**src/rtl/load_unit.sv**
```systemverilog
// -----------------------------------------------------------------------------
// load_unit
//   Load stage between execute/decode and memController read port 3.
//   It accepts one load command, runs the request3/done3 handshake, then
//   selects the byte lane of the big-endian word and sign- or zero-extends it.
//   The result goes out as a single register-file write. A watchdog turns a
//   missing done3 into a timeout fault.
//
//   Optional feature macro: LOAD_ALIGN_CHECK_EN
//     When defined, a word load with ld_addr[0]=1 is rejected in IDLE with a
//     misaligned fault, and no memory request is issued.
//
// Parameters
//   DEST_W   width of destination register index
//   TIMEOUT  cycles in WAIT before timeout fault; 0 disables the watchdog
//   TMO_W    watchdog counter width; 2**TMO_W must exceed TIMEOUT
//
// Ports
//   clk, reset_n                 clock, async active-low reset
//   ld_start/addr/byte/signed/dest  load command (sampled when ld_busy=0)
//   ld_busy                      command in flight
//   mem_addr, mem_request        to memController addr3 / request3
//   mem_done, mem_readdat        from memController done3 / readdat3
//   wb_valid, wb_dest, wb_data   one-cycle register-file write
//   ld_fault, ld_fault_code      one-cycle fault pulse; code held until next
//                                fault (01 timeout, 10 misaligned)
// -----------------------------------------------------------------------------
module load_unit #(
    parameter int DEST_W  = 3,
    parameter int TIMEOUT = 64,
    parameter int TMO_W   = 8
) (
    input  logic              clk,
    input  logic              reset_n,
    input  logic              ld_start,
    input  logic [15:0]       ld_addr,
    input  logic              ld_byte,
    input  logic              ld_signed,
    input  logic [DEST_W-1:0] ld_dest,
    output logic              ld_busy,
    output logic [15:0]       mem_addr,
    output logic              mem_request,
    input  logic              mem_done,
    input  logic [15:0]       mem_readdat,
    output logic              wb_valid,
    output logic [DEST_W-1:0] wb_dest,
    output logic [15:0]       wb_data,
    output logic              ld_fault,
    output logic [1:0]        ld_fault_code
);

    typedef enum logic {
        S_IDLE = 1'b0,
        S_WAIT = 1'b1
    } state_t;

    localparam logic [1:0] CODE_TIMEOUT    = 2'b01;
    localparam logic [1:0] CODE_MISALIGNED = 2'b10;

    // Last counter value before the fault fires; guarded so TIMEOUT=0 is legal.
    localparam int              TMO_LAST   = (TIMEOUT > 0) ? TIMEOUT - 1 : 0;
    localparam logic [TMO_W-1:0] TMO_LAST_V = TMO_W'(TMO_LAST);

    // State and registered outputs
    state_t              r_state;
    logic [15:0]         r_mem_addr;
    logic                r_mem_request;
    logic                r_wb_valid;
    logic [DEST_W-1:0]   r_wb_dest;
    logic [15:0]         r_wb_data;
    logic                r_fault;
    logic [1:0]          r_fault_code;
    logic [TMO_W-1:0]    r_cnt;

    // Command fields latched at acceptance
    logic                r_addr0;
    logic                r_byte;
    logic                r_signed;
    logic [DEST_W-1:0]   r_dest;

    // Next-state values
    state_t              w_state_nxt;
    logic [15:0]         w_mem_addr_nxt;
    logic                w_mem_request_nxt;
    logic                w_wb_valid_nxt;
    logic [DEST_W-1:0]   w_wb_dest_nxt;
    logic [15:0]         w_wb_data_nxt;
    logic                w_fault_nxt;
    logic [1:0]          w_fault_code_nxt;
    logic [TMO_W-1:0]    w_cnt_nxt;
    logic                w_addr0_nxt;
    logic                w_byte_nxt;
    logic                w_signed_nxt;
    logic [DEST_W-1:0]   w_dest_nxt;

    logic                w_misaligned;
    logic                w_tmo_hit;
    logic [7:0]          w_lane;
    logic [15:0]         w_ext;

`ifdef LOAD_ALIGN_CHECK_EN
    assign w_misaligned = ~ld_byte & ld_addr[0];
`else
    assign w_misaligned = 1'b0;
`endif

    assign w_tmo_hit = (TIMEOUT != 0) && (r_cnt == TMO_LAST_V);

    // Big-endian word: even byte address lives in the high half.
    assign w_lane = r_addr0 ? mem_readdat[7:0] : mem_readdat[15:8];
    assign w_ext  = !r_byte   ? mem_readdat :
                    r_signed  ? {{8{w_lane[7]}}, w_lane} :
                                {8'h00, w_lane};

    // NOTE: every variable gets its default before the case; a path that
    // leaves one unassigned would infer a latch.
    always_comb begin
        w_state_nxt       = r_state;
        w_mem_addr_nxt    = r_mem_addr;
        w_mem_request_nxt = r_mem_request;
        w_wb_valid_nxt    = 1'b0;
        w_wb_dest_nxt     = r_wb_dest;
        w_wb_data_nxt     = r_wb_data;
        w_fault_nxt       = 1'b0;
        w_fault_code_nxt  = r_fault_code;
        w_cnt_nxt         = r_cnt;
        w_addr0_nxt       = r_addr0;
        w_byte_nxt        = r_byte;
        w_signed_nxt      = r_signed;
        w_dest_nxt        = r_dest;

        case (r_state)
            S_IDLE: begin
                // mem_done is deliberately not looked at here, so a stale
                // done3 from an abandoned read cannot produce a write.
                if (ld_start) begin
                    if (w_misaligned) begin
                        w_fault_nxt      = 1'b1;
                        w_fault_code_nxt = CODE_MISALIGNED;
                    end else begin
                        w_state_nxt       = S_WAIT;
                        w_mem_addr_nxt    = ld_addr;
                        w_mem_request_nxt = 1'b1;
                        w_cnt_nxt         = '0;
                        w_addr0_nxt       = ld_addr[0];
                        w_byte_nxt        = ld_byte;
                        w_signed_nxt      = ld_signed;
                        w_dest_nxt        = ld_dest;
                    end
                end
            end
            S_WAIT: begin
                if (mem_done) begin
                    // memController drops done3 on this same edge.
                    w_mem_request_nxt = 1'b0;
                    w_wb_valid_nxt    = 1'b1;
                    w_wb_dest_nxt     = r_dest;
                    w_wb_data_nxt     = w_ext;
                    w_state_nxt       = S_IDLE;
                end else begin
                    w_cnt_nxt = r_cnt + TMO_W'(1);
                    if (w_tmo_hit) begin
                        w_mem_request_nxt = 1'b0;
                        w_fault_nxt       = 1'b1;
                        w_fault_code_nxt  = CODE_TIMEOUT;
                        w_state_nxt       = S_IDLE;
                    end
                end
            end
            default: begin
                w_state_nxt       = S_IDLE;
                w_mem_request_nxt = 1'b0;
            end
        endcase
    end

    // NOTE: sequential state uses non-blocking assignments only, so every
    // register samples the pre-edge values regardless of statement order.
    always_ff @(posedge clk or negedge reset_n) begin
        if (!reset_n) begin
            r_state       <= S_IDLE;
            r_mem_addr    <= '0;
            r_mem_request <= 1'b0;
            r_wb_valid    <= 1'b0;
            r_wb_dest     <= '0;
            r_wb_data     <= '0;
            r_fault       <= 1'b0;
            r_fault_code  <= '0;
            r_cnt         <= '0;
            r_addr0       <= 1'b0;
            r_byte        <= 1'b0;
            r_signed      <= 1'b0;
            r_dest        <= '0;
        end else begin
            r_state       <= w_state_nxt;
            r_mem_addr    <= w_mem_addr_nxt;
            r_mem_request <= w_mem_request_nxt;
            r_wb_valid    <= w_wb_valid_nxt;
            r_wb_dest     <= w_wb_dest_nxt;
            r_wb_data     <= w_wb_data_nxt;
            r_fault       <= w_fault_nxt;
            r_fault_code  <= w_fault_code_nxt;
            r_cnt         <= w_cnt_nxt;
            r_addr0       <= w_addr0_nxt;
            r_byte        <= w_byte_nxt;
            r_signed      <= w_signed_nxt;
            r_dest        <= w_dest_nxt;
        end
    end

    assign ld_busy       = (r_state != S_IDLE);
    assign mem_addr      = r_mem_addr;
    assign mem_request   = r_mem_request;
    assign wb_valid      = r_wb_valid;
    assign wb_dest       = r_wb_dest;
    assign wb_data       = r_wb_data;
    assign ld_fault      = r_fault;
    assign ld_fault_code = r_fault_code;

endmodule
```
**config.mk**
```make
export PLATFORM = sky130hd
export DESIGN_NAME = load_unit
export DESIGN_NICKNAME = d
export VERILOG_FILES = /design/src/rtl/load_unit.sv
export SDC_FILE = /design/constraint.sdc
export NUM_CORES = 1
export LEC_CHECK = 0
export BUFFER_PORTS_ARGS = -buffer_cell sky130_fd_sc_hd__buf_2
export CAP_MARGIN = 5
export CORE_ASPECT_RATIO = 0.75
export CORE_MARGIN = 8
export CORE_UTILIZATION = 44
export DETAILED_ROUTE_END_ITERATION = 10
export PLACE_DENSITY = 0.72
export SLEW_MARGIN = 20
export SYNTH_ARGS = -nofsm -noshare
export SYNTH_HDL_FRONTEND = slang
export SYNTH_SLANG_ARGS = --single-unit
```
**constraint.sdc**
```tcl
create_clock -name clk -period 1.9 [get_ports clk]
set_input_delay 0.285 -clock clk [delete_from_list [all_inputs] [get_ports clk]]
set_output_delay 0.285 -clock clk [all_outputs]
set_load 0.1 [all_outputs]
```
==> flow_summary.toml <==
[clock_network]
postCtsSetupRepairBufs = 0
cts.htree.levels = 2
clock_path_buffers = 2
clk_latency_ns = 0.30
cts_buffers = 5
cts-root-buf = "clkbuf_8"
cts_num_sinks = 53
cts_tree = "built"
clk_pin_slew_ns = 0.09

[place]
dpl_cell_area_um2 = 2770
place_congestion = 0.812
hpwlAfterDp_um = 4020
numPortBuffers = 80
dp_slack_ns = 0.344

[yosys]
synth_area_um2 = 2320
ys_seq_area_share_pct = 57.3
synth_cell_types = 36
yosys_warnings = 0
synth_nets = 274
postSynthAreaPerCell_um2 = 9.98
syn_inst = 232
ys_ff_latch = 53

[timing]
drv_slew = 0
rsz0062_at_grt = "no"
tns_ns = 0
timing.final.ws_setup_ns = 0.216
finalCriticalPeriod_ns = 1.68
timing.final.crit_share_pct = 88.6
worstMarginPinSlew_ns = 0.708
report.final.setup_viol = 0
hold_viol = 0
max_freq_mhz = 594
skew_ns = 0.00277
slew_headroom_pct = 52.8

[setup_path]
path_buf_inv = 1
path_class = "flop to output pin"
worstSetupStartpointType = "flop"
cp_max_fo = 14
path_depth = 1
cp.required_ns = 1.62
r2r_start = "ld_busy"
crit_path_start = "ld_busy"
cp_top_family = "flip-flops"
r2r_end = "mem_addr[15]"
rrSetupSlack_ns = 0.36
crit_path_end = "ld_busy"
cpPeakStageDelay_ns = 0.59
arrival_ns = 1.40
cp-end-kind = "output pin"
rr_worst_depth = 3
crit_path_cell_trace = "buf_2"
critPathSlowestCell = "dfrtp_1"

[global_routing]
grt_overflow_total = 0
grt_pass1_vias = 1877
antenna_found_initial = 0
grt_pass1_wl_um = 9010
grt_usage_pct = 14.0
grt_max_degree = 30

[min_path]
hold_depth = 3
hold_class = "input pin to flop"

[routing]
drt-initial-drc-count = 87
routed_wl_um = 5350
num_vias = 1800
drc = 0
viasPerCell = 4.65
firstDrtPassIters = 5
wire_per_inst_um = 13.8
antenna_left = 0

[cells_and_area]
fin_nets = 353
antenna_cells = 0
drive_gt1_share_pct = 31.4
areaGrowthSynthToFinish_pct = 25.0
multi_input_area_um2 = 887
seqCellArea_um2 = 1330
final_common_cell = "buf_2"
mostFrequentLayoutCells = "buf_2, nand2_1, dfrtp_1, nor2_1, nand2b_1"
postLayoutCellArea_um2 = 2890
fillers = 491

[floorplan]
die_w_um = 99.8
rows = 23
dieArea_um2 = 7870
ios = 82
initial_core_util_pct = 44.5
core-area_um2 = 5210
die_y_um = 78.8

[outcome]
status = "completed"

[power]
leakagePower_uw = 0.00151
ir_worst_vdd_uv = 693
powerDensity_nw_per_um2 = 1580

[job]
cap_violations = 0
-- sequential cells by signal, summed over array words and instances, names as in the netlist --
register,count
ld_busy,1
r_cnt,8
ld_fault_code,1
wb_data,16
mem_addr,16
r_signed,1
r_dest,3
r_byte,1
ld_fault,1
wb_dest,3
wb_valid,1
mem_request,1
-- synth_stat cells, drive strengths merged --
cell type   n  area (µm²)
nand3       3        15.0
and2        2        12.5
nor2       18        67.6
nand2b     15         101
nor3        1        10.0
o31a        1        8.76
o21a        1        7.51
ha          1        12.5
o21bai      1        7.51
mux2i      10         100
o41ai       1        8.76
xnor2       2        17.5
inv         2        7.51
conb        1        3.75
a22o        1        8.76
o311ai      1        8.76
nand2      70         263
clkbuf      2        8.75
a31oi       8        50.1
mux2        5        56.3
nand4b      1        8.76
o21ai       5        25.0
a21oi       9        45.0
o22ai       1        6.26
dfrtp      53        1330
nor4        2        27.5
a21o        1        7.51
buf        13        86.3
and2b       1        7.51
-- repair_timing --
action | CTS | global route
resized for setup | 0 | 0
hold buffers | 1 | 0
endpoints found under the hold margin | 24 | 0
-- how the worst min path moves through the flow --
stage | to | start | slack, ns
final | mem_addr[2] | ld_addr[2] | 0.17
after global placement | r_cnt[0] | reset_n | 0.32
after floorplan | ld_busy | reset_n | -0.01
after global routing | mem_addr[5] | ld_addr[5] | 0.16
after detailed placement | r_cnt[0] | reset_n | 0.33
after CTS | mem_addr[2] | ld_addr[2] | 0.16
-- per-stage QoR --
stage	total power, µW	hold WS (ns)	instances	util, %
final	4580	0.167	387	55.6
after global routing	4810	0.155	387	55.6
after CTS	4630	0.158	387	55.6
after detailed placement	3870	0.326	378	53.2
after global placement	3840	0.320	378	53.2
after floorplan	3460	-0.0106	232	-
-- tightest hold or removal path: cells and delay by family --
family | cells | cell delay (ns)
buffers and inverters | 1 | 0.07
AND/OR/NAND/NOR | 2 | 0.08
-- kinds of logic (layout without fill, tap and decap cells) --
kind of cell | Yosys count | in the layout | synth area share (%)
and+or+nand+nor | 113 | 113 | 22.1
DFF | 53 | 53 | 57.3
AOI/OAI and AO/OA | 30 | 30 | 7.94
buffers and inverters | 17 | 97 | 4.43
muxes | 15 | 15 | 6.75
xor gates and xnor gates | 2 | 2 | 0.756
adders and majority gates | 1 | 1 | 0.540
other | 1 | 1 | 0.162
-- layout make-up --
cell class | count | area share, %
Clock buffer | 6 | 2.51
Clock inverter | 2 | 1.34
Inverter | 2 | 0.259
Multi-Input combinational cell | 162 | 30.7
Sequential cell | 53 | 45.8
Tap cell | 75 | 3.24
Timing Repair Buffer | 87 | 16.2
-- report_power, final --
group | switching [µW] | internal (µW) | total (µW)
sequential | 157 | 1370 | 1530
combinational | 1920 | 379 | 2300
clock | 361 | 396 | 757
-- layer usage --
layer | up-vias | track usage (%) | wire [µm]
met5 | - | 0 | 0
met4 | 0 | 4.97 | 34
met3 | 2 | 3.84 | 285
met2 | 47 | 21.9 | 2460
met1 | 836 | 18.3 | 2570
li1 | 915 | - | -
Power figures use the tool's default switching activity.
